==> config.mk <==
export PLATFORM = sky130hd
export DESIGN_NAME = ex_redirect_ctrl
export DESIGN_NICKNAME = d
export VERILOG_FILES = /design/src/rtl/ex_redirect_ctrl.sv
export SDC_FILE = /design/constraint.sdc
export NUM_CORES = 1
export LEC_CHECK = 0
export CAP_MARGIN = 10
export CORE_UTILIZATION = 37
export CTS_CLUSTER_DIAMETER = 120
export DETAILED_ROUTE_END_ITERATION = 6
export GPL_TIMING_DRIVEN = 0
export PLACE_DENSITY = 0.73
export SYNTH_ARGS = -nofsm -noshare
export SYNTH_HDL_FRONTEND = slang
export SYNTH_SLANG_ARGS = --single-unit
==> constraint.sdc <==
create_clock -name i_clk -period 4.7 [get_ports i_clk]
set_input_delay 1.175 -clock i_clk [delete_from_list [all_inputs] [get_ports i_clk]]
set_output_delay 1.175 -clock i_clk [all_outputs]
set_load 0.01 [all_outputs]
==> src/rtl/ex_redirect_ctrl.sv <==
// Execute-stage redirect sequencer: issues one fetch redirect per taken branch/jump and
// squashes wrong-path instructions until the target arrives. Optional counters: EX_REDIRECT_PERF_EN.
module ex_redirect_ctrl #(
   parameter int XLEN    = 32,
   parameter int TIMEOUT = 64,
   parameter int CNT_W   = 16
) (
   input  logic             i_clk,
   input  logic             i_reset,
   input  logic             i_ex_valid,
   input  logic             i_stall,
   input  logic [XLEN-1:0]  i_ex_pc,
   input  logic             i_ex_redirect,
   input  logic [XLEN-1:0]  i_ex_target,
   input  logic             i_redirect_ack,
   output logic             o_redirect_valid,
   output logic [XLEN-1:0]  o_redirect_pc,
   output logic             o_ex_kill,
   output logic             o_busy,
   output logic             o_err,
   output logic [CNT_W-1:0] o_redir_cnt,
   output logic [CNT_W-1:0] o_squash_cnt
);

   typedef enum logic [1:0] {
      RUN  = 2'd0,
      REQ  = 2'd1,
      WAIT = 2'd2
   } state_t;

   localparam int WCNT_W = 16;
   localparam logic [WCNT_W-1:0] WAIT_LAST = WCNT_W'(TIMEOUT - 1);

   state_t            state;
   logic [WCNT_W-1:0] wait_cnt;
   logic              kill;
   logic              adv;
   logic              take;
   logic              target_hit;
   logic              timeout_hit;
   logic [XLEN-1:0]   aligned_target;

   always_comb begin
      kill = 1'b0;
      case (state)
         REQ:     kill = i_ex_valid;
         WAIT:    kill = i_ex_valid & (i_ex_pc != o_redirect_pc);
         default: kill = 1'b0;
      endcase
   end

   // A killed instruction never advances, so its redirect can never be taken.
   assign adv            = i_ex_valid & ~i_stall & ~kill;
   assign take           = adv & i_ex_redirect;
   assign target_hit     = i_ex_valid & (i_ex_pc == o_redirect_pc);
   assign timeout_hit    = (state == WAIT) & ~target_hit & (wait_cnt == WAIT_LAST);
   assign aligned_target = {i_ex_target[XLEN-1:1], 1'b0};

   assign o_ex_kill = kill;
   assign o_busy    = (state != RUN);

   always_ff @(posedge i_clk or negedge i_reset) begin
      if (!i_reset) begin
         state            <= RUN;
         o_redirect_valid <= 1'b0;
         o_redirect_pc    <= '0;
         o_err            <= 1'b0;
         wait_cnt         <= '0;
      end else begin
         if (take && i_ex_target[0]) o_err <= 1'b1;
         if (timeout_hit)             o_err <= 1'b1;
         case (state)
            RUN: begin
               if (take) begin
                  o_redirect_pc    <= aligned_target;
                  o_redirect_valid <= 1'b1;
                  state            <= REQ;
               end
            end
            REQ: begin
               if (i_redirect_ack) begin
                  o_redirect_valid <= 1'b0;
                  wait_cnt         <= '0;
                  state            <= WAIT;
               end
            end
            WAIT: begin
               wait_cnt <= wait_cnt + 1'b1;
               // The target instruction may itself redirect: chain straight into REQ.
               if (target_hit) begin
                  if (take) begin
                     o_redirect_pc    <= aligned_target;
                     o_redirect_valid <= 1'b1;
                     state            <= REQ;
                  end else begin
                     state <= RUN;
                  end
               end else if (timeout_hit) begin
                  state <= RUN;
               end
            end
            default: state <= RUN;
         endcase
      end
   end

`ifdef EX_REDIRECT_PERF_EN
   logic [CNT_W-1:0] redir_cnt;
   logic [CNT_W-1:0] squash_cnt;

   function automatic logic [CNT_W-1:0] sat_inc(input logic [CNT_W-1:0] v);
      return (&v) ? v : v + 1'b1;
   endfunction

   always_ff @(posedge i_clk or negedge i_reset) begin
      if (!i_reset) begin
         redir_cnt  <= '0;
         squash_cnt <= '0;
      end else begin
         if (take)                          redir_cnt  <= sat_inc(redir_cnt);
         if (i_ex_valid && kill && !i_stall) squash_cnt <= sat_inc(squash_cnt);
      end
   end

   assign o_redir_cnt  = redir_cnt;
   assign o_squash_cnt = squash_cnt;
`else
   assign o_redir_cnt  = '0;
   assign o_squash_cnt = '0;
`endif

endmodule

### Yosys cells after proc, flatten, opt, wreduce, memory -nomap -nowiden

Cells that the tools add are included.

* flip-flop bits (word level): 52
* input port bits: 70
* word-level logic and storage cells: 54
* output and inout port bits: 68

* mux-type cells: 18
* bitwise logic cells: 10
* $add $sub $neg: 1
* reductions and logical operators: 11
* eq/ne operators: 9

Operator list (count)
* 32-bit 2-to-1 mux: 2
* 32-bit one-hot mux with 2 select lines: 1
* 32-bit == test: 1
* 32-bit inequality test: 1
* 16-bit one-hot mux with 2 select lines: 1
* 16-bit by 1-bit adder with 16-bit output, second input constant: 1
* 16-bit by 6-bit == test with 1-bit output, second input constant: 1
* 16-bit 2-to-1 mux: 1
* 2-bit 2-to-1 mux: 4
* 2-bit nonzero test: 4
* 1-bit bitwise AND: 7
* 1-bit 2-to-1 mux: 6
* 2-bit inequality test, second input constant: 3
* 2-bit one-hot mux with 3 select lines: 1
* 3-bit AND reduction: 2
* 2-bit AND reduction: 2
* 3-bit inequality test, second input constant: 1
* 1-bit NOT: 3
* 1-bit one-hot mux with 3 select lines: 1
* 3-bit nonzero test: 1
* 2-bit by 1-bit == test with 1-bit output, second input constant: 1
* 2-bit == test, second input constant: 1
* 2-bit logical NOT: 1
* 1-bit one-hot mux with 2 select lines: 1
* 1-bit logical AND: 1

### Logic depth before layout (Yosys ltp)

* depth in word-level cells: 9
* depth in mapped cells: 8
* mapped depth without buffers: 8

### Worst setup path after synthesis

No wires, ideal clock.

* path type: input -> output
* start: in i_ex_pc[12]
* end: out o_ex_kill
* path slack: 1193 ps
* cell stages on the path: 6
* data arrival time: 2332 ps
* cell sequence: xor2_1 -> or4_4 -> nor4_4 -> nand2_1 -> a21oi_1 -> nor2_1

* cells in the longest elaborated chain, start to end: 3

RTL lines
* start: declaration: line 12 `input logic [XLEN-1:0] i_ex_pc,`
* 32-bit inequality test: line 47 `WAIT: kill = i_ex_valid & (i_ex_pc != o_redirect_pc);`
* 1-bit bitwise AND: line 47
* 1-bit one-hot mux with 2 select lines: line 45 `case (state)`
* end: declaration: line 18 `output logic o_ex_kill,`

No other way between the ends.

### Final worst setup path

Same ends and word-level chain as after synthesis.

==> impl_results.md <==
* Status: finished clean
* Hold Path Class: register to register
* Worst Tran Pin Value at 0.558 ns
* Worst r2r src: o_redirect_pc[12]
* Post-Synthesis Cells at 256
* Commonest non-fill, non-tap cell in the layout: clkdlybuf4s50_1
* Tot GR Track Use at 0.163
* Distinct cells, synth at 38
* Asr flop ratio synth at 1.00
* Initial antenna violation count at 0
* Synth Area in Adders at 0.0207
* Final setup margin at 0.227 ns
* CTS clk-pin slew, worst paths at 0.09 ns
* Sequential-to-total area share from yosys stat at 0.423
* DP Worst Slack at 0.0203 ns
* Final TNS setup at 0 ns
* Hold EP: o_err
* Vias in the first global route at 2318
* Final Hold Fails at 0
* FF+latch count, synth at 51
* R2R Path End: o_redirect_pc[20]
* Hold Path Depth at 1
* Part of the cycle the worst path needs at 0.952
* Slew margin rel. at 0.617
* TritonRoute pass-1 iters at 4
* Ports at 138
* I/O Buffers at 104
* Slew Limit Fails at 0
* # diodes at 0
* R2r worst-path depth at 7
* ANT nets after route at 0
* CP startpoint kind: primary input
* Total CTS buffers at 5
* Largest cells by area after synthesis: dfrtp_1 42%, mux2_4 15%, xnor2_1 9.3%
* H-Tree Depth at 2
* CTS Buffer Depth at 2
* DP HPWL at 5310 µm
* First-pass GRT wire length at 10900 µm
* Critical Path End Type: output pin
* Area grow syn2layout at 47.3%
* Pwr dens at 484 nW/µm²
* Crit Path Category: primary input to output pin
* Die span in y at 92.3 µm
* Post-Syn Area per Cell at 11.8 µm²
* F_max at 224 MHz
* Post-synthesis mux area share at 0.167
* GPL Wtd Cong at 0.740
* Site Rows at 32
* Largest area contributor in the netlist: dfrtp_1
* Worst endpoint data arrival time at 3.30 ns
* Predominant post-synthesis flop cell: dfrtp_1
* Core Area at 7810 µm²
* Nets at 475
* Grt total ovfl at 0
* Final WL at 6500 µm
* Min cycle time layout at 4.47 ns
* Synth Cell Area at 3020 µm²
* Leakage at 0.00199 µW
* Critical path peak fanout at 3
* Worst-skew pair later-pin latency at 0.30 ns
* Reg-to-reg slack, setup at 2.21 ns
* CTS tree: built
* Synth Area in Compound Gates at 0.0323
* CP required at 3.52 ns
* Largest family of logic cells by synthesized area: multiplexers
* YS warnings at 0
* Max Cap Viol at 0
* Min-delay src: o_err
* Clock skew at 0.00603 ns
* Post-synth EDFFs at 0
* CTS Sinks at 51
* Die area at 8520 µm²
* Pin count of the biggest net entering global routing at 30
* DR WL/cell at 12.9 µm
* Most frequent cells in the layout: 103 x clkdlybuf4s50_1, 51 x dfrtp_1, 33 x buf_4, 33 x conb_1, 32 x xnor2_1
* Via density per instance at 4.48
* RSZ-0062 raised after global routing: no
* Via count at 2255
* Starting DRT DRC Count at 75
* Yosys top cell area share at 0.423
* Final setup fails at 0
* Ratio of cells with drive above 1 in the final layout at 0.204
* Chip Width at 92.3 µm
* Drt drc at 0
* XOR/XNOR Fraction of Synth Area at 0.128
* Initial Util at 0.387
* Simple-gate share of the synthesized area at 0.119
* Peak supply drop at 0.291 mV
* CTS root buffer: clkbuf_8
==> cell families after synthesis <==
| group | after synthesis |
|---|---|
| DFF | 51 |
| adders and majority gates | 5 |
| buffers and inverters | 42 |
| and+or+nand+nor | 66 |
| other | 1 |
| AOI/OAI and AO/OA | 12 |
| xor gates and xnor gates | 44 |
| muxes | 35 |
==> power breakdown <==
part / total (µW) / switching [µW] / leakage, µW / internal (µW)
logic: 1070 / 385 / 0.00130 / 682
registers: 771 / 170 / 0.000635 / 601
clock network: 316 / 143 / 0.0000612 / 172
==> flip-flops by register name, summed over array words and instances (netlist names) <==
name	flops
o_redirect_pc	31
o_err	1
o_redirect_valid	1
state	2
wait_cnt	16
==> synthesized netlist by cell type (2+ instances only) <==
library cell	instances
inv_1	5
xnor2_1	32
o21ai_0	3
nor2_1	19
mux2_1	2
nand4_1	8
buf_12	3
nor3_1	4
nand2_1	12
ha_1	5
nand3_1	6
buf_4	33
and3_1	5
mux2_4	30
xor2_1	12
nor4_1	3
dfrtp_1	51
mux2i_1	2
a221o_1	2
==> metal layers <==
layer  part of all wire  vias to the layer above  global-route usage  routed length (µm)
li1                   -                     1096                   -                   -
met2               0.49                      106               0.283                3170
met5                  0                        -                   0                   0
met3               0.12                        4              0.0739                 748
met4              0.011                        0              0.0391                  73
met1               0.39                     1049               0.181                2510
==> timing repair <==
action,4_1_cts,5_1_grt
resized for setup,0,1
buffers inserted,0,0
hold buffers,0,0
endpoints found under the setup margin,0,1
==> area by class of cell <==
| class | instances | area [µm²] |
|---|---|---|
| fill | 658 | 3360 |
| multi-input combinational | 195 | 1540 |
| sequential | 51 | 1280 |
| timing repair buffer | 105 | 1060 |
| buffer | 37 | 312 |
| tap | 102 | 128 |
| clock buffer | 6 | 82.6 |
| clock inverter | 2 | 35.0 |
| inverter | 5 | 18.8 |
==> per-stage QoR <==
step / cell area [µm²] / cells / hold WS (ns) / total power [µW] / utilization
detailed placement: 4320 / 495 / 0.475 / 1850 / 0.554
global route: 4450 / 503 / 0.526 / 2280 / 0.569
finish: 4450 / 503 / 0.498 / 2150 / 0.569
floorplan: 3140 / 288 / 0.501 / 1370 / -
CTS: 4440 / 503 / 0.497 / 2180 / 0.569
global placement: 4310 / 494 / 0.480 / 1820 / 0.552
==> worst max-delay path, cell delays in order <==
cell             delay (ns)
clkdlybuf4s50_1        0.41
xor2_1                 0.14
or4_4                  0.54
nor4_4                 0.23
nand2_1                0.12
a21oi_1                0.16
nor2_1                 0.05
clkdlybuf4s50_1        0.47
==> worst max-delay path by stage <==
stage | start | end | cells past startpoint
after detailed placement | i_ex_pc[29] | o_ex_kill | 8
after global placement | i_ex_pc[6] | o_ex_kill | 8
after global routing | i_ex_pc[5] | o_ex_kill | 8
after CTS | i_ex_pc[29] | o_ex_kill | 8
after floorplan | i_ex_pc[12] | o_ex_kill | 6
final | i_ex_pc[12] | o_ex_kill | 8
Note: power is estimated with default switching activity, not from simulation.
